File: src/rtl/bottle_pkg.sv
// Shared types for the pill-bottling controller: FSM state codes and BCD digit helpers.
package bottle_pkg;

  typedef logic [3:0] bcd_t;

  typedef enum logic [2:0] {
    ST_IDLE  = 3'd0,
    ST_SETUP = 3'd1,
    ST_FILL  = 3'd2,
    ST_PAUSE = 3'd3,
    ST_FULL  = 3'd4
  } state_e;

  localparam bcd_t BCD_MAX = 4'd9;

  function automatic bcd_t bcd_clamp(input bcd_t d);
    return (d > BCD_MAX) ? BCD_MAX : d;
  endfunction

  // One decimal digit of a ripple BCD counter: advances only when the lower digits carry.
  function automatic bcd_t bcd_step(input bcd_t d, input logic cin);
    if (!cin) return d;
    return (d >= BCD_MAX) ? 4'd0 : d + 4'd1;
  endfunction

endpackage

File: src/rtl/bottle_seg7.sv
// BCD digit to seven-segment glyph, active-high, seg_o = {a,b,c,d,e,f,g}.
module bottle_seg7
  import bottle_pkg::*;
(
  input  bcd_t       digit_i,
  output logic [6:0] seg_o
);

  always_comb begin
    seg_o = 7'b0000000;
    case (digit_i)
      4'd0: seg_o = 7'b1111110;
      4'd1: seg_o = 7'b0110000;
      4'd2: seg_o = 7'b1101101;
      4'd3: seg_o = 7'b1111001;
      4'd4: seg_o = 7'b0110011;
      4'd5: seg_o = 7'b1011011;
      4'd6: seg_o = 7'b1011111;
      4'd7: seg_o = 7'b1110000;
      4'd8: seg_o = 7'b1111111;
      4'd9: seg_o = 7'b1111011;
      default: seg_o = 7'b0000000;
    endcase
  end

endmodule

File: src/rtl/bottle.sv
// Pill-bottling controller: fills bottles to a BCD pill target and counts bottles.
// Optional alarm tone on each full bottle is built only when BOTTLE_ALARM_EN is defined.
module bottle
  import bottle_pkg::*;
#(
  parameter int PILL_DIV  = 4,
  parameter int ALARM_CYC = 16
) (
  input  logic CLK_org,
  input  logic rst_n,
  input  logic CLK_Music,
  input  logic isWork,
  input  logic EN_work,
  input  logic EN_set,
  input  logic SET,
  input  logic conti,
  input  logic PrintB,
  input  logic mode_EN,
  input  logic set_high_D, input logic set_high_C, input logic set_high_B, input logic set_high_A,
  input  logic set_low_D,  input logic set_low_C,  input logic set_low_B,  input logic set_low_A,
  output logic light6_D, output logic light6_C, output logic light6_B, output logic light6_A,
  output logic light5_D, output logic light5_C, output logic light5_B, output logic light5_A,
  output logic light4_D, output logic light4_C, output logic light4_B, output logic light4_A,
  output logic light3_D, output logic light3_C, output logic light3_B, output logic light3_A,
  output logic light2_D, output logic light2_C, output logic light2_B, output logic light2_A,
  output logic light1_a, output logic light1_b, output logic light1_c, output logic light1_d,
  output logic light1_e, output logic light1_f, output logic light1_g,
  output logic Speaker
);

  localparam int PW = (PILL_DIV > 1) ? $clog2(PILL_DIV) : 1;
  localparam logic [PW-1:0] PRESC_LAST = PW'(PILL_DIV - 1);

  state_e state_q, state_d;
  bcd_t tgt_hi_q, tgt_lo_q, tgt_hi_d, tgt_lo_d;
  bcd_t pill_hi_q, pill_lo_q, pill_hi_d, pill_lo_d;
  bcd_t bot_h_q, bot_t_q, bot_u_q, bot_h_d, bot_t_d, bot_u_d;
  logic [PW-1:0] presc_q, presc_d;
  logic set_q, conti_q;
  logic set_rise, conti_rise, tick, tgt_nz, full_hit, full_evt;

  bcd_t l6_q, l5_q, l4_q, l3_q, l2_q, disp_hi_d, disp_lo_d;
  logic [6:0] seg_q, seg_d;
  logic speaker_q, speaker_d;

  bcd_t set_high, set_low;
  assign set_high = {set_high_D, set_high_C, set_high_B, set_high_A};
  assign set_low  = {set_low_D, set_low_C, set_low_B, set_low_A};

  always_comb begin
    set_rise   = SET & ~set_q;
    conti_rise = conti & ~conti_q;
    tick       = (state_q == ST_FILL) && (presc_q == PRESC_LAST);
    tgt_nz     = {tgt_hi_q, tgt_lo_q} != 8'h00;
    // A target lowered below the current count cannot be met by equality, so it fires on the next tick.
    full_hit   = (state_q == ST_FILL) &&
                 (({pill_hi_q, pill_lo_q} == {tgt_hi_q, tgt_lo_q}) ||
                  (tick && ({pill_hi_q, pill_lo_q} > {tgt_hi_q, tgt_lo_q})));
  end

  always_comb begin
    state_d   = state_q;
    tgt_hi_d  = tgt_hi_q;
    tgt_lo_d  = tgt_lo_q;
    pill_hi_d = pill_hi_q;
    pill_lo_d = pill_lo_q;
    bot_h_d   = bot_h_q;
    bot_t_d   = bot_t_q;
    bot_u_d   = bot_u_q;
    presc_d   = presc_q;
    full_evt  = 1'b0;

    if (state_q == ST_FILL) presc_d = tick ? '0 : presc_q + 1'b1;

    if (!isWork) begin
      state_d   = ST_IDLE;
      pill_hi_d = '0;
      pill_lo_d = '0;
    end else if (EN_set) begin
      state_d = ST_SETUP;
      if (set_rise) begin
        tgt_hi_d = bcd_clamp(set_high);
        tgt_lo_d = bcd_clamp(set_low);
      end
    end else if (full_hit) begin
      state_d   = ST_FULL;
      full_evt  = 1'b1;
      pill_hi_d = '0;
      pill_lo_d = '0;
      bot_u_d   = bcd_step(bot_u_q, 1'b1);
      bot_t_d   = bcd_step(bot_t_q, bot_u_q == BCD_MAX);
      bot_h_d   = bcd_step(bot_h_q, (bot_u_q == BCD_MAX) && (bot_t_q == BCD_MAX));
    end else begin
      if (tick) begin
        pill_lo_d = bcd_step(pill_lo_q, 1'b1);
        pill_hi_d = bcd_step(pill_hi_q, pill_lo_q == BCD_MAX);
      end
      // A held conti level auto-continues; otherwise a fresh strobe releases FULL.
      if ((state_q == ST_FULL) && !(conti || conti_rise)) state_d = ST_FULL;
      else if (EN_work && tgt_nz)                         state_d = ST_FILL;
      else                                                state_d = ST_PAUSE;
    end
  end

  always_comb begin
    disp_hi_d = PrintB ? tgt_hi_d : pill_hi_d;
    disp_lo_d = PrintB ? tgt_lo_d : pill_lo_d;
  end

  bottle_seg7 u_seg7 (
    .digit_i ({1'b0, state_d}),
    .seg_o   (seg_d)
  );

`ifdef BOTTLE_ALARM_EN
  localparam int AW = (ALARM_CYC > 0) ? $clog2(ALARM_CYC + 1) : 1;
  logic music_s1_q, music_s2_q;
  logic [AW-1:0] alarm_q;

  always_ff @(posedge CLK_org or negedge rst_n) begin
    if (!rst_n) begin
      music_s1_q <= 1'b0;
      music_s2_q <= 1'b0;
      alarm_q    <= '0;
    end else begin
      music_s1_q <= CLK_Music;
      music_s2_q <= music_s1_q;
      if (full_evt)          alarm_q <= AW'(ALARM_CYC);
      else if (alarm_q != 0) alarm_q <= alarm_q - 1'b1;
    end
  end

  assign speaker_d = music_s2_q & mode_EN & (alarm_q != '0);
`else
  logic unused_alarm;
  assign unused_alarm = ^{CLK_Music, mode_EN, full_evt};
  assign speaker_d    = 1'b0;
`endif

  always_ff @(posedge CLK_org or negedge rst_n) begin
    if (!rst_n) begin
      state_q   <= ST_IDLE;
      tgt_hi_q  <= '0;
      tgt_lo_q  <= '0;
      pill_hi_q <= '0;
      pill_lo_q <= '0;
      bot_h_q   <= '0;
      bot_t_q   <= '0;
      bot_u_q   <= '0;
      presc_q   <= '0;
      set_q     <= 1'b0;
      conti_q   <= 1'b0;
      l6_q      <= '0;
      l5_q      <= '0;
      l4_q      <= '0;
      l3_q      <= '0;
      l2_q      <= '0;
      seg_q     <= 7'b1111110;
      speaker_q <= 1'b0;
    end else begin
      state_q   <= state_d;
      tgt_hi_q  <= tgt_hi_d;
      tgt_lo_q  <= tgt_lo_d;
      pill_hi_q <= pill_hi_d;
      pill_lo_q <= pill_lo_d;
      bot_h_q   <= bot_h_d;
      bot_t_q   <= bot_t_d;
      bot_u_q   <= bot_u_d;
      presc_q   <= presc_d;
      set_q     <= SET;
      conti_q   <= conti;
      // Displays are registered from next-state values so they line up with the internal state.
      l6_q      <= bot_h_d;
      l5_q      <= bot_t_d;
      l4_q      <= bot_u_d;
      l3_q      <= disp_hi_d;
      l2_q      <= disp_lo_d;
      seg_q     <= seg_d;
      speaker_q <= speaker_d;
    end
  end

  assign {light6_D, light6_C, light6_B, light6_A} = l6_q;
  assign {light5_D, light5_C, light5_B, light5_A} = l5_q;
  assign {light4_D, light4_C, light4_B, light4_A} = l4_q;
  assign {light3_D, light3_C, light3_B, light3_A} = l3_q;
  assign {light2_D, light2_C, light2_B, light2_A} = l2_q;
  assign {light1_a, light1_b, light1_c, light1_d, light1_e, light1_f, light1_g} = seg_q;
  assign Speaker = speaker_q;

endmodule

File: config.mk
export PLATFORM = sky130hd
export DESIGN_NAME = bottle
export DESIGN_NICKNAME = d
export VERILOG_FILES = /design/src/rtl/bottle_pkg.sv /design/src/rtl/bottle_seg7.sv /design/src/rtl/bottle.sv
export SDC_FILE = /design/constraint.sdc
export NUM_CORES = 1
export LEC_CHECK = 0
export ABC_AREA = 0
export CELL_PAD_IN_SITES_DETAIL_PLACEMENT = 1
export CELL_PAD_IN_SITES_GLOBAL_PLACEMENT = 1
export CORE_ASPECT_RATIO = 1.75
export CORE_UTILIZATION = 29
export CTS_BUF_LIST = sky130_fd_sc_hd__clkbuf_16
export DETAILED_ROUTE_END_ITERATION = 10
export PLACE_DENSITY_LB_ADDON = 0.25
export SYNTH_ARGS = -nofsm -noshare
export SYNTH_HDL_FRONTEND = slang
export SYNTH_SLANG_ARGS = --single-unit
File: constraint.sdc
create_clock -name CLK_org -period 5.5 [get_ports CLK_org]
set_input_delay 0.825 -clock CLK_org [delete_from_list [all_inputs] [get_ports CLK_org]]
set_output_delay 0.825 -clock CLK_org [all_outputs]
set_load 0.02 [all_outputs]
# After elaboration in Yosys (flattened, before gate mapping)

Memories as Yosys holds them, arrays and structs flattened. A register that Yosys moved wholly into a read port is not among the register bits.
Cells that the tools add are included.
W data, S select, Z words.

Add/sub/neg operators: 6
Magnitude comparators: 8
Eq/ne operators: 9
Multiplexer cells: 46
Bitwise operators: 5
Reductions and logical operators: 14

Operator list:

| kind                  | count |
|---|---|
| $mux W4               | 27 |
| $add A4 B1 Y4 const B | 5 |
| $ge A4 B4 Y1 const B  | 5 |
| $mux W1               | 14 |
| $eq A4 B4 Y1 const B  | 3 |
| $mux W3               | 4 |
| $eq A8 B8 Y1          | 1 |
| $gt A4 B4 Y1 const B  | 2 |
| $gt A8 B8 Y1          | 1 |
| $reduce_and A4 Y1     | 2 |
| $reduce_bool A8 Y1    | 1 |
| $logic_and A1 B1 Y1   | 6 |
| $ne A2 B2 Y1 const B  | 2 |
| $eq A3 B2 Y1 const B  | 1 |
| $eq A3 B3 Y1 const B  | 1 |
| $not A1 Y1            | 3 |
| $reduce_and A3 Y1     | 1 |
| $add A2 B1 Y2 const B | 1 |
| $and A1 B1 Y1         | 2 |
| $eq A2 B2 Y1 const B  | 1 |
| $logic_not A1 Y1      | 2 |
| $logic_or A1 B1 Y1    | 2 |
| $mux W2               | 1 |

Register bits: 43
Memory bits (read-only): 112
Input port bits: 18
Output and inout bits: 28
Word-level logic and storage cells: 102
Memories: 1

Memories:

| name            | depth | width | rd ports | clocked after memory_dff | write ports | line              | text |
|---|---|---|---|---|---|---|---|
| (no name shown) | 16    | 7     | 1        | 1                        | 0           | bottle_seg7.sv:11 | `case (digit_i)` |

# Logic depth before layout (Yosys ltp)

Gate-level depths: netlist of run 1.

Word-level depth: 14
Gate-level depth with buffers: 12
Mapped depth without buffers: 11

# By module

A second synthesis of run 1 with hierarchy kept.

Cells, all modules: 295
Area, all modules: 2,917.8 µm²

By module, submodules not included:

| module      | times used | cells an instance | area each (µm²) | seq. area each (µm²) |
|---|---|---|---|---|
| bottle      | 1          | 267               | 2,698.8         | 1,233.7 |
| bottle_seg7 | 1          | 28                | 219.0           | 0.0 |

# Worst setup path after synthesis of run 1

Ideal clock, no wire load.

Path type: flip-flop to flip-flop
From: register pill_lo_q[1]
To: register seg_q[2]
Setup time: 102 ps
Arrival: 2,438 ps
Required time: 5,398 ps
Slack: 2,961 ps
Cell stages (with the launch flop): 12
Buffers on the path: 1
Period minus slack after synthesis: 2,539 ps
Path through: dfrtp_1 -> ha_1 -> nor2b_1 -> o2111a_1 -> o31ai_4 -> buf_6 -> a41o_1 -> inv_1 -> ha_1 -> nor2b_1 -> o21ai_0 -> o2111ai_1

Cells in the longest elaborated chain, start to end: 7
Elaborated cells between the ends (all ways): 8
Classes of those cells: order compare: 1; eq/ne: 1; mux: 3; reduce/logical: 3

RTL lines:

| element                 | line          | text |
|---|---|---|
| start, declared         | bottle.sv:36  | `bcd_t pill_hi_q, pill_lo_q, pill_hi_d, pill_lo_d;` |
| start signal, assigned  | bottle.sv:165 | `pill_lo_q <= pill_lo_d;` |
| $gt A8 B8 Y1            | bottle.sv:58  | `(tick && ({pill_hi_q, pill_lo_q} > {tgt_hi_q, tgt_lo_q})));` |
| $logic_and A1 B1 Y1     | bottle.sv:58  |  |
| $logic_or A1 B1 Y1 (*)  | bottle.sv:57  | `(({pill_hi_q, pill_lo_q} == {tgt_hi_q, tgt_lo_q}) \|\|` |
| $logic_and A1 B1 Y1 (*) | bottle.sv:56  | `full_hit = (state_q == ST_FILL) &&` |
| $mux W3 (*)             | bottle.sv:85  | `end else if (full_hit) begin` |
| $mux W3 (*)             | bottle.sv:79  | `end else if (EN_set) begin` |
| $mux W3 (*)             | bottle.sv:75  | `if (!isWork) begin` |
| net state_d[0]          | bottle.sv:34  | `state_e state_q, state_d;` |
| end, declared           | bottle.sv:43  | `logic [6:0] seg_q, seg_d;` |

The timed path passes the listed nets; every way through them passes the cells marked *.
A chain may end at the register's enable or synchronous reset.

# Final worst setup path of run 1

From: input isWork
To: register l6_q[0]

Cells in the longest elaborated chain, start to end: 1

RTL lines:

| element                     | line          | text |
|---|---|---|
| start, declared             | bottle.sv:12  | `input logic isWork,` |
| $reduce_and A4 Y1 (no line) | n/a           |  |
| end signal, assigned        | bottle.sv:173 | `l6_q <= bot_h_d;` |
| end, declared               | bottle.sv:42  | `bcd_t l6_q, l5_q, l4_q, l3_q, l2_q, disp_hi_d, disp_lo_d;` |

No other way between the ends.

==> results of run 1 <==
## power groups by stage
stage	combinational [W]	clock, W	sequential [W]
2_1_floorplan	0.0000891	0	0.000433
3_3_place_gp	0.000171	0	0.000421
3_5_place_dp	0.000180	0	0.000423
4_1_cts	0.000181	0.000381	0.000416
5_1_grt	0.000198	0.000393	0.000420
6_report	0.000177	0.000365	0.000415
## Yosys cell counts (4+ instances only)
cell,count
sky130_fd_sc_hd__a2111oi_0,4
sky130_fd_sc_hd__nand3_1,7
sky130_fd_sc_hd__inv_1,32
sky130_fd_sc_hd__a2bb2oi_1,4
sky130_fd_sc_hd__o21ai_1,5
sky130_fd_sc_hd__mux2i_1,5
sky130_fd_sc_hd__nor2b_1,6
sky130_fd_sc_hd__dfrtp_1,43
sky130_fd_sc_hd__nor2_1,12
sky130_fd_sc_hd__o21ai_0,13
sky130_fd_sc_hd__nand2b_1,7
sky130_fd_sc_hd__nand2_1,29
sky130_fd_sc_hd__nor3_1,6
sky130_fd_sc_hd__a21oi_1,9
sky130_fd_sc_hd__and2_1,4
sky130_fd_sc_hd__clkbuf_1,7
sky130_fd_sc_hd__dfstp_2,6
sky130_fd_sc_hd__ha_1,29
## logic make-up after synthesis
group                    count (synthesis)
adder cells (fa/ha/maj)                 29
multiplexers                            11
AO/OA/AOI/OAI                           74
buffers and inverters                   44
flip-flops                              49
AND/OR/NAND/NOR                         92
other                                    1
## placed cells by master (no fill, tap or decap), types with 3 or more instances in the layout
master | netlist | routed
sky130_fd_sc_hd__a2111oi_0 | 4 | 4
sky130_fd_sc_hd__a211oi_1 | 3 | 3
sky130_fd_sc_hd__a21oi_1 | 9 | 9
sky130_fd_sc_hd__a2bb2oi_1 | 4 | 4
sky130_fd_sc_hd__a31oi_1 | 3 | 3
sky130_fd_sc_hd__and2_1 | 4 | 4
sky130_fd_sc_hd__clkbuf_16 | 0 | 5
sky130_fd_sc_hd__clkdlybuf4s50_1 | 0 | 41
sky130_fd_sc_hd__dfrtp_1 | 43 | 43
sky130_fd_sc_hd__dfstp_2 | 6 | 6
sky130_fd_sc_hd__ha_1 | 29 | 29
sky130_fd_sc_hd__inv_1 | 32 | 32
sky130_fd_sc_hd__mux2_1 | 3 | 3
sky130_fd_sc_hd__mux2_2 | 3 | 3
sky130_fd_sc_hd__mux2i_1 | 5 | 5
sky130_fd_sc_hd__nand2_1 | 29 | 29
sky130_fd_sc_hd__nand2b_1 | 7 | 7
sky130_fd_sc_hd__nand3_1 | 7 | 7
sky130_fd_sc_hd__nand4_1 | 3 | 3
sky130_fd_sc_hd__nor2_1 | 12 | 12
sky130_fd_sc_hd__nor2b_1 | 6 | 6
sky130_fd_sc_hd__nor3_1 | 6 | 6
sky130_fd_sc_hd__o21a_1 | 3 | 3
sky130_fd_sc_hd__o21ai_0 | 13 | 13
sky130_fd_sc_hd__o21ai_1 | 5 | 5
sky130_fd_sc_hd__or3b_1 | 3 | 3
## worst paths after layout
check,from,endpoint,cells past startpoint
worst max-delay path,isWork,l6_q[0],5
worst min-delay path,presc_q[0],presc_q[0],1
worst max register to register,pill_lo_q[1],seg_q[2],10
worst min register to register,presc_q[0],presc_q[0],1
max in group asynchronous,rst_n,l2_q[3],2
min in group asynchronous,rst_n,l5_q[2],2
## per-stage QoR
step | total power [W] | hold WS [ns]
global placement | 0.000592 | 0.492
CTS | 0.000978 | 0.524
global route | 0.00101 | 0.555
floorplan | 0.000523 | 0.480
detailed placement | 0.000603 | 0.509
finish | 0.000957 | 0.519
## cell type report
class | count | area [sq um] | area share
Clock buffer | 5 | 125 | 0.0342
Timing Repair Buffer | 43 | 423 | 0.116
Tap cell | 125 | 156 | 0.0427
Sequential cell | 49 | 1230 | 0.337
Multi-Input combinational cell | 207 | 1560 | 0.425
Clock inverter | 3 | 47.5 | 0.0130
Inverter | 32 | 120 | 0.0328
## worst register-to-register path: cells and delay by family, from the launching register on
family	cells	cell delay [ns]
compound gates	4	1.33
simple gates	3	0.61
fa+ha+maj	2	0.46
flops	1	0.43
buf+inv	1	0.22
## layer usage
layer / wire length (um) / part of all wire / vias to the layer above
met1: 2970 / 0.39 / 1157
met5: 0 / 0 / -
met3: 192 / 0.025 / 16
li1: - / - / 1152
met4: 265 / 0.035 / 0
met2: 4210 / 0.55 / 51
## sequential cells by signal (all words and copies together) (netlist names), 3 cells and up
signal / cells
l2_q: 4
l3_q: 4
l4_q: 4
l5_q: 4
l6_q: 4
pill_hi_q: 4
pill_lo_q: 4
seg_q: 7
state_q: 3
tgt_hi_q: 4
tgt_lo_q: 4
==> impl_results.html, run 1 <==
<table>
<tr><th>Metric</th><th>Value</th></tr>
<tr><th colspan="2">Outcome</th></tr>
<tr><td>Status</td><td>finished clean</td></tr>
<tr><th colspan="2">Global route</th></tr>
<tr><td>Wire length of the first global-routing pass</td><td>about 13000 um</td></tr>
<tr><td>Overall Global Routing Usage</td><td>0.159</td></tr>
<tr><td>Number of antenna violations at the first check in global routing</td><td>0</td></tr>
<tr><td>GR peak layer</td><td>met2</td></tr>
<tr><td>Via count of the first global-routing pass</td><td>around 2600</td></tr>
<tr><td>Pin count of the biggest net entering global routing</td><td>50</td></tr>
<tr><td>Met3 usage</td><td>0.0248</td></tr>
<tr><td>Total overflow reported by the global router</td><td>0</td></tr>
<tr><td>Met1 layer usage reported by global route</td><td>0.161</td></tr>
<tr><td>GR Layer Usage met2</td><td>0.303</td></tr>
<tr><th colspan="2">Floorplanning</th></tr>
<tr><td>Site Rows</td><td>48</td></tr>
<tr><td>Num ports</td><td>46</td></tr>
<tr><td>Die boundary width</td><td>a little under 80 um</td></tr>
<tr><td>Initial core utilization</td><td>0.299</td></tr>
<tr><td>Floorplan die area</td><td>roughly 0.011 sq mm</td></tr>
<tr><td>Core region area</td><td>about 0.0099 sq mm</td></tr>
<tr><td>Die Height</td><td>roughly 140 um</td></tr>
<tr><th colspan="2">Routing</th></tr>
<tr><td>Initial detailed-routing violation count</td><td>85</td></tr>
<tr><td>Overall via count from detail_route</td><td>around 2400</td></tr>
<tr><td>Number of nets with antenna violations after routing</td><td>0</td></tr>
<tr><td>Remaining design rule violation count</td><td>0</td></tr>
<tr><td>Detail-routed via count per cell</td><td>5.12</td></tr>
<tr><td>Wire length per cell</td><td>16.4 um</td></tr>
<tr><td>Detailed-router iteration count before antenna repair</td><td>4</td></tr>
<tr><td>Final WL</td><td>approximately 7600 um</td></tr>
<tr><th colspan="2">Worst setup path</th></tr>
<tr><td>Path type of the worst setup path</td><td>in -&gt; reg</td></tr>
<tr><td>Kind of cell with the highest combined delay on the critical path</td><td>simple AND/OR/NAND/NOR gates</td></tr>
<tr><td>Peak fanout along the critical path</td><td>11</td></tr>
<tr><td>Worst Path Required</td><td>around 5.7 ns</td></tr>
<tr><td>Nature of the critical path endpoint</td><td>flop</td></tr>
<tr><td>Data arrival at the endpoint of the critical path</td><td>between 3 and 4 ns</td></tr>
<tr><td>CP Cell Sequence</td><td>clkdlybuf4s50_1, nand2b_1, or3_1, a211oi_4, mux2_1</td></tr>
<tr><td>Buffer and inverter count on the worst path</td><td>1</td></tr>
<tr><td>Type of origin of the critical path</td><td>input pin</td></tr>
<tr><td>Crit-path slowest cell</td><td>sky130_fd_sc_hd__clkdlybuf4s50_1</td></tr>
<tr><td>Register-to-Register Setup Slack</td><td>2.38 ns</td></tr>
<tr><td>Largest stage delay on the critical path</td><td>0.77 ns</td></tr>
<tr><th colspan="2">Run</th></tr>
<tr><td>Max-cap violations</td><td>0</td></tr>
<tr><th colspan="2">Timing</th></tr>
<tr><td>Headroom to the max-slew limit</td><td>0.379</td></tr>
<tr><td>Min setup slack post-route</td><td>2.37 ns</td></tr>
<tr><td>Number of pins with negative max-slew slack in the final report</td><td>0</td></tr>
<tr><td>Clock tree skew after final layout</td><td>0.00621 ns</td></tr>
<tr><td>Max frequency</td><td>approximately 0.32 GHz</td></tr>
<tr><td>RSZ-0062 raised after global routing</td><td>false</td></tr>
<tr><td>Final-report hold violation count</td><td>0</td></tr>
<tr><td>Setup violators final</td><td>0</td></tr>
<tr><td>Min Tclk post-route</td><td>3.13 ns</td></tr>
<tr><td>Least-Margin Pin Slew</td><td>between 0.9 and 1 ns</td></tr>
<tr><td>Post-Route Setup TNS</td><td>0 ns</td></tr>
<tr><td>Final worst-path cycle share</td><td>0.569</td></tr>
<tr><th colspan="2">Pwr</th></tr>
<tr><td>Power per cell area</td><td>~260 mW/mm^2</td></tr>
<tr><td>Share of power burned in combinational logic</td><td>0.185</td></tr>
<tr><td>Fraction of power spent switching nets</td><td>0.279</td></tr>
<tr><td>Largest voltage drop on the vdd net</td><td>0.000134 V</td></tr>
<tr><td>Total internal power</td><td>a little under 0.0007 W</td></tr>
<tr><td>Seq pwr share</td><td>0.434</td></tr>
<tr><td>Share of total power in the clock network</td><td>0.382</td></tr>
<tr><td>P_sw</td><td>between 0.0002 and 0.0003 W</td></tr>
<tr><td>Leakage power figure</td><td>1.57 nW</td></tr>
<tr><th colspan="2">Clock network</th></tr>
<tr><td>Clock buffers created by TritonCTS</td><td>5</td></tr>
<tr><td>Maximum clock insertion buffer count</td><td>2</td></tr>
<tr><td>Root buf cell</td><td>sky130_fd_sc_hd__clkbuf_16</td></tr>
<tr><td>CTS H-Tree Depth</td><td>2</td></tr>
<tr><td>Number of buffers inserted by hold repair at cts</td><td>0</td></tr>
<tr><td>Resize count post-CTS</td><td>0</td></tr>
<tr><td>Clock-pin slew on the worst setup and hold paths</td><td>around 0.070 ns</td></tr>
<tr><td>Number of sinks on the clock net</td><td>between 40 and 50</td></tr>
<tr><td>CTS tree</td><td>yes</td></tr>
<tr><td>Number of buffers added for setup after CTS</td><td>0</td></tr>
<tr><td>Skew-Pair Late Insertion Delay</td><td>approximately 0.3 ns</td></tr>
<tr><th colspan="2">Cells and area</th></tr>
<tr><td>Number of nets in the final layout</td><td>between 300 and 400</td></tr>
<tr><td>Share of final-layout standard cells stronger than drive strength 1</td><td>0.0885</td></tr>
<tr><td>Area growth from synthesis to layout</td><td>23.4%</td></tr>
<tr><td>Finished layout cell area</td><td>approximately 0.0037 sq mm</td></tr>
<tr><td>Layout Utilization</td><td>0.369</td></tr>
<tr><td># diodes</td><td>0</td></tr>
<tr><td>Count of fill cells added during filler insertion</td><td>about 1100</td></tr>
<tr><td>Count of placed standard cells in the final layout, fillers left out</td><td>~460</td></tr>
<tr><th colspan="2">Yosys</th></tr>
<tr><td>Warning count from the yosys run</td><td>0</td></tr>
<tr><td>Number of standard cells after synthesis</td><td>300</td></tr>
<tr><td>Number of flops mapped to enable cells by yosys</td><td>0</td></tr>
<tr><td>Synthesized-area fraction occupied by adder cells</td><td>0.122</td></tr>
<tr><td>Top FF cell, synth</td><td>sky130_fd_sc_hd__dfrtp_1</td></tr>
<tr><td>Count of different cell masters after synthesis</td><td>between 60 and 70</td></tr>
<tr><td>Leading cell types by total area after synthesis</td><td>sky130_fd_sc_hd__dfrtp_1, sky130_fd_sc_hd__ha_1, sky130_fd_sc_hd__dfstp_2</td></tr>
<tr><td>Post-Syn Nets</td><td>roughly 350</td></tr>
<tr><td>Syn Std Cell Area</td><td>just under 0.003 sq mm</td></tr>
<tr><td>Part of the Yosys area used for sequential elements</td><td>0.416</td></tr>
<tr><td>Portion of netlist area occupied by mux cells</td><td>0.0396</td></tr>
<tr><td>Main combinational cell family by area after synthesis</td><td>compound AO/OA/AOI/OAI gates</td></tr>
<tr><td>Parity-gate share of the synthesized area counting xor and xnor cells</td><td>0</td></tr>
<tr><td>FF+latch count, synth</td><td>49</td></tr>
<tr><td>Largest area contributor in the synthesized netlist</td><td>sky130_fd_sc_hd__dfrtp_1</td></tr>
<tr><td>Mean instance size in the synthesized netlist</td><td>between 9 and 10 sq um</td></tr>
<tr><td>Fraction of post-synthesis cell area in the top cell type by area</td><td>0.363</td></tr>
<tr><td>Area fraction in and, or, nand and nor cells after synthesis</td><td>0.169</td></tr>
<tr><td>Share of the synthesized area in compound gates (AO/OA/AOI/OAI)</td><td>0.192</td></tr>
<tr><td>Share of flip-flops with an asynchronous set or reset after synthesis</td><td>1.00</td></tr>
<tr><th colspan="2">Placement</th></tr>
<tr><td>Total instance count after detailed placement</td><td>roughly 460</td></tr>
<tr><td>Number of I/O port buffers</td><td>between 40 and 50</td></tr>
<tr><td>Placed cell areas</td><td>0.00349 sq mm</td></tr>
<tr><td>HPWL reported at the end of detailed placement</td><td>around 5900 um</td></tr>
<tr><td>RePlAce Congestion</td><td>between 0.7 and 0.8</td></tr>
<tr><td>Pre-CTS WS</td><td>a little over 2 ns</td></tr>
<tr><th colspan="2">Hold path</th></tr>
<tr><td>Hold WC Path Type</td><td>reg -&gt; reg</td></tr>
</table>
Note: power is estimated with default switching activity, not from simulation.
==> inputs of run 2 (changes only) <==
==> constraint.sdc (replaced) <==
create_clock -name CLK_org -period 3 [get_ports CLK_org]
set_input_delay 0.45 -clock CLK_org [delete_from_list [all_inputs] [get_ports CLK_org]]
set_output_delay 0.45 -clock CLK_org [all_outputs]
set_load 0.02 [all_outputs]
==> run 2 against run 1 <==
  * Sequential share of layout area is 0.56 points lower
  * Clock-buffer cell count unchanged
  * Sequential power grew 83%
  * Register-to-register slack lost 2.0 ns
  * Global-route usage grew 0.48 points
  * Total power rose by 81%
  * Die area stayed put
  * First-iteration DRC count fell by 8.2%
  * Critical endpoint is now seg_q[2]
  * Cell count is 1.9% higher
==> impl_results.html, run 2 (synthesis gave the netlist of run 1 again) <==
<table>
<tr><th>Metric</th><th>Value</th></tr>
<tr><th colspan="2">Routing</th></tr>
<tr><td>Detail Route met3 WL</td><td>161 um (-16%)</td></tr>
<tr><td>Detailed-router iteration count before antenna repair</td><td>4 (unchanged)</td></tr>
<tr><td>Overall via count from detail_route</td><td>2368 (-0.34%)</td></tr>
<tr><td>Initial detailed-routing violation count</td><td>78 (-8.2%)</td></tr>
<tr><td>Metal2 WL</td><td>4410 um (+4.8%)</td></tr>
<tr><td>Detail-routed via count per cell</td><td>5.01 (-2.2%)</td></tr>
<tr><td>Top routing layer in use</td><td>met4</td></tr>
<tr><td>Number of nets with antenna violations after routing</td><td>0 (unchanged)</td></tr>
<tr><td>Final WL</td><td>7780 um (+1.9%)</td></tr>
<tr><td>Detailed-routing wirelength on met1</td><td>3040 um (+2.5%)</td></tr>
<tr><td>Wire length per cell</td><td>16.4 um (about the same)</td></tr>
<tr><td>Remaining design rule violation count</td><td>0 (unchanged)</td></tr>
<tr><th colspan="2">Worst setup path</th></tr>
<tr><td>Path type of the worst setup path</td><td>reg -&gt; reg</td></tr>
<tr><td>Nature of the critical path endpoint</td><td>flop</td></tr>
<tr><td>Type of origin of the critical path</td><td>flop</td></tr>
<tr><td>CP Cell Sequence</td><td>ha_1, nor2b_1, o2111a_1, o31ai_4, a41o_1, inv_1, ha_1, nor2b_1, o21ai_0, o2111ai_1</td></tr>
<tr><td>Kind of cell with the highest combined delay on the critical path</td><td>compound AO/OA/AOI/OAI gates</td></tr>
<tr><td>Data arrival at the endpoint of the critical path</td><td>2.82 ns (-0.49 ns)</td></tr>
<tr><td>Worst Path Required</td><td>3.20 ns (-2.48 ns)</td></tr>
<tr><td>Buffer and inverter count on the worst path</td><td>1 (unchanged)</td></tr>
<tr><td>Crit-path slowest cell</td><td>sky130_fd_sc_hd__dfrtp_1</td></tr>
<tr><td>Largest stage delay on the critical path</td><td>0.44 ns (-0.33 ns)</td></tr>
<tr><td>Peak fanout along the critical path</td><td>8 (-3)</td></tr>
<tr><th colspan="2">Global route</th></tr>
<tr><td>Wire length of the first global-routing pass</td><td>13300 um (+2.9%)</td></tr>
<tr><td>Pin count of the biggest net entering global routing</td><td>50 (unchanged)</td></tr>
<tr><td>Number of antenna violations at the first check in global routing</td><td>0 (unchanged)</td></tr>
<tr><td>Via count of the first global-routing pass</td><td>2612 (+0.31%)</td></tr>
<tr><td>Overall Global Routing Usage</td><td>0.164 (+0.00477)</td></tr>
<tr><td>Total overflow reported by the global router</td><td>0 (unchanged)</td></tr>
<tr><th colspan="2">Cells and area</th></tr>
<tr><td>Number of nets in the final layout</td><td>394 (+2.3%)</td></tr>
<tr><td>Commonest non-fill, non-tap cell in the layout</td><td>sky130_fd_sc_hd__dfrtp_1</td></tr>
<tr><td>Count of placed standard cells in the final layout, fillers left out</td><td>473 (+1.9%)</td></tr>
<tr><td>Finished layout cell area</td><td>0.00372 sq mm (+1.7%)</td></tr>
<tr><td>Flip-flop count of the largest register after layout</td><td>7 (unchanged)</td></tr>
<tr><td>Register name with the most flops</td><td>seg_q</td></tr>
<tr><td># diodes</td><td>0 (unchanged)</td></tr>
<tr><td>Count of fill cells added during filler insertion</td><td>1140 (-0.18%)</td></tr>
<tr><td>Area growth from synthesis to layout</td><td>25.4%</td></tr>
<tr><td>Share of final-layout standard cells stronger than drive strength 1</td><td>0.109 (+0.0207)</td></tr>
<tr><td>Commonest non-fill, non-tap cells in the layout</td><td>sky130_fd_sc_hd__dfrtp_1, sky130_fd_sc_hd__clkdlybuf4s50_1, sky130_fd_sc_hd__inv_1</td></tr>
<tr><th colspan="2">Floorplanning</th></tr>
<tr><td>Num ports</td><td>46 (unchanged)</td></tr>
<tr><td>Die boundary width</td><td>78.5 um (unchanged)</td></tr>
<tr><td>Core region area</td><td>0.00991 sq mm (unchanged)</td></tr>
<tr><td>Floorplan die area</td><td>0.0107 sq mm (unchanged)</td></tr>
<tr><td>Site Rows</td><td>48 (unchanged)</td></tr>
<tr><td>Die Height</td><td>136 um (unchanged)</td></tr>
<tr><td>Initial core utilization</td><td>0.299 (unchanged)</td></tr>
<tr><th colspan="2">Timing</th></tr>
<tr><td>Setup violators final</td><td>0 (unchanged)</td></tr>
<tr><td>Min Tclk post-route</td><td>about 2.6 ns</td></tr>
<tr><td>Max frequency</td><td>0.382 GHz</td></tr>
<tr><td>RSZ-0062 raised after global routing</td><td>false</td></tr>
<tr><td>Clock tree skew after final layout</td><td>0.00792 ns (+0.00171 ns)</td></tr>
<tr><td>Headroom to the max-slew limit</td><td>0.569 (+0.190)</td></tr>
<tr><td>Least-Margin Pin Slew</td><td>0.647 ns (-0.285 ns)</td></tr>
<tr><td>Final worst-path cycle share</td><td>0.873</td></tr>
<tr><td>Post-Route Setup TNS</td><td>0 ns (unchanged)</td></tr>
<tr><td>Final-report hold violation count</td><td>0 (unchanged)</td></tr>
<tr><td>Number of pins with negative max-slew slack in the final report</td><td>0 (unchanged)</td></tr>
<tr><td>Post-Route Hold Slack</td><td>0.258 ns (-0.261 ns)</td></tr>
<tr><th colspan="2">Placement</th></tr>
<tr><td>RePlAce Congestion</td><td>0.774 (-2.9%)</td></tr>
<tr><td>Placed cell areas</td><td>0.00356 sq mm (+1.9%)</td></tr>
<tr><td>HPWL reported at the end of detailed placement</td><td>6020 um (+2.6%)</td></tr>
<tr><td>Total instance count after detailed placement</td><td>465 (+2.0%)</td></tr>
<tr><td>Number of I/O port buffers</td><td>42 (unchanged)</td></tr>
<tr><th colspan="2">Clock network</th></tr>
<tr><td>Number of sinks on the clock net</td><td>49 (unchanged)</td></tr>
<tr><td>Number of buffers inserted by hold repair at cts</td><td>0 (unchanged)</td></tr>
<tr><td>Resize count post-CTS</td><td>0 (unchanged)</td></tr>
<tr><td>Root buf cell</td><td>sky130_fd_sc_hd__clkbuf_16</td></tr>
<tr><td>Skew-Pair Late Insertion Delay</td><td>0.29 ns (about the same)</td></tr>
<tr><td>Maximum clock insertion buffer count</td><td>2 (unchanged)</td></tr>
<tr><td>Clock buffers created by TritonCTS</td><td>5 (unchanged)</td></tr>
<tr><td>Number of buffers added for setup after CTS</td><td>0 (unchanged)</td></tr>
<tr><td>CTS H-Tree Depth</td><td>2 (unchanged)</td></tr>
<tr><td>CTS tree</td><td>yes</td></tr>
<tr><td>Clock-pin slew on the worst setup and hold paths</td><td>0.07 ns (about the same)</td></tr>
<tr><th colspan="2">Pwr</th></tr>
<tr><td>Largest voltage drop on the vdd net</td><td>0.000313 V (+130%)</td></tr>
<tr><td>Leakage power figure</td><td>1.61 nW (+2.2%)</td></tr>
<tr><td>Power per cell area</td><td>465 mW/mm^2 (+78%)</td></tr>
<tr><th colspan="2">Outcome</th></tr>
<tr><td>Status</td><td>finished clean</td></tr>
<tr><th colspan="2">Run</th></tr>
<tr><td>Max-cap violations</td><td>0 (unchanged)</td></tr>
<tr><th colspan="2">Hold path</th></tr>
<tr><td>Hold WC Path Type</td><td>in -&gt; async</td></tr>
</table>
[run 2: changes by cell type in the layout (fill, tap and decap cells not counted), sizes merged]
cell / delta
clkinv: +1
inv: -2
clkinvlp: +1
buf: +9
[run 2: final timing paths]
path / start / slack, ns / endpoint / cells after the start
worst max-delay path: pill_lo_q[1] / 0.38 / seg_q[2] / 10
worst min-delay path: rst_n / 0.26 / l5_q[2] / 2
worst max register to register: pill_lo_q[1] / 0.38 / seg_q[2] / 10
worst min register to register: presc_q[0] / 0.52 / presc_q[0] / 1
max in group asynchronous: rst_n / 2.28 / l4_q[3] / 2
min in group CLK_org: presc_q[0] / 0.52 / presc_q[0] / 1
[run 2: where the power goes]
| part | total [W] | internal [W] | switching [W] |
|---|---|---|---|
| sequential | 0.000760 | 0.000722 | 0.0000383 |
| combinational | 0.000326 | 0.000146 | 0.000179 |
| clock | 0.000646 | 0.000391 | 0.000256 |
[run 2: cell type report]
class | instances | area, sq um | share of cell area
Timing Repair Buffer | 52 | 490 | 0.132
Sequential cell | 49 | 1230 | 0.331
Clock buffer | 5 | 125 | 0.0336
Clock inverter | 3 | 41.3 | 0.0111
Inverter | 32 | 120 | 0.0323
Multi-Input combinational cell | 207 | 1560 | 0.418
Tap cell | 125 | 156 | 0.0420
[run 2: metal layers]
layer,vias to the layer above,track usage
li1,1159,-
met1,1158,0.171
met2,44,0.316
met3,7,0.0262
met4,0,0.0710
met5,-,0
[run 2: per-stage QoR]
step	utilization	total power (W)	worst slack [ns]
after floorplan	-	0.000958	0.461
after global placement	0.359	0.00109	0.433
after detailed placement	0.359	0.00111	0.355
after CTS	0.376	0.00177	0.342
after global routing	0.376	0.00183	0.178
final	0.376	0.00173	0.381
[run 2: worst register-to-register path: stages, from the launching register on]
cell                        delay, ns
sky130_fd_sc_hd__dfrtp_1         0.44
sky130_fd_sc_hd__ha_1            0.31
sky130_fd_sc_hd__nor2b_1         0.14
sky130_fd_sc_hd__o2111a_1        0.28
sky130_fd_sc_hd__o31ai_4         0.39
sky130_fd_sc_hd__a41o_1          0.33
sky130_fd_sc_hd__inv_1           0.09
sky130_fd_sc_hd__ha_1            0.20
sky130_fd_sc_hd__nor2b_1         0.14
sky130_fd_sc_hd__o21ai_0         0.07
sky130_fd_sc_hd__o2111ai_1       0.14
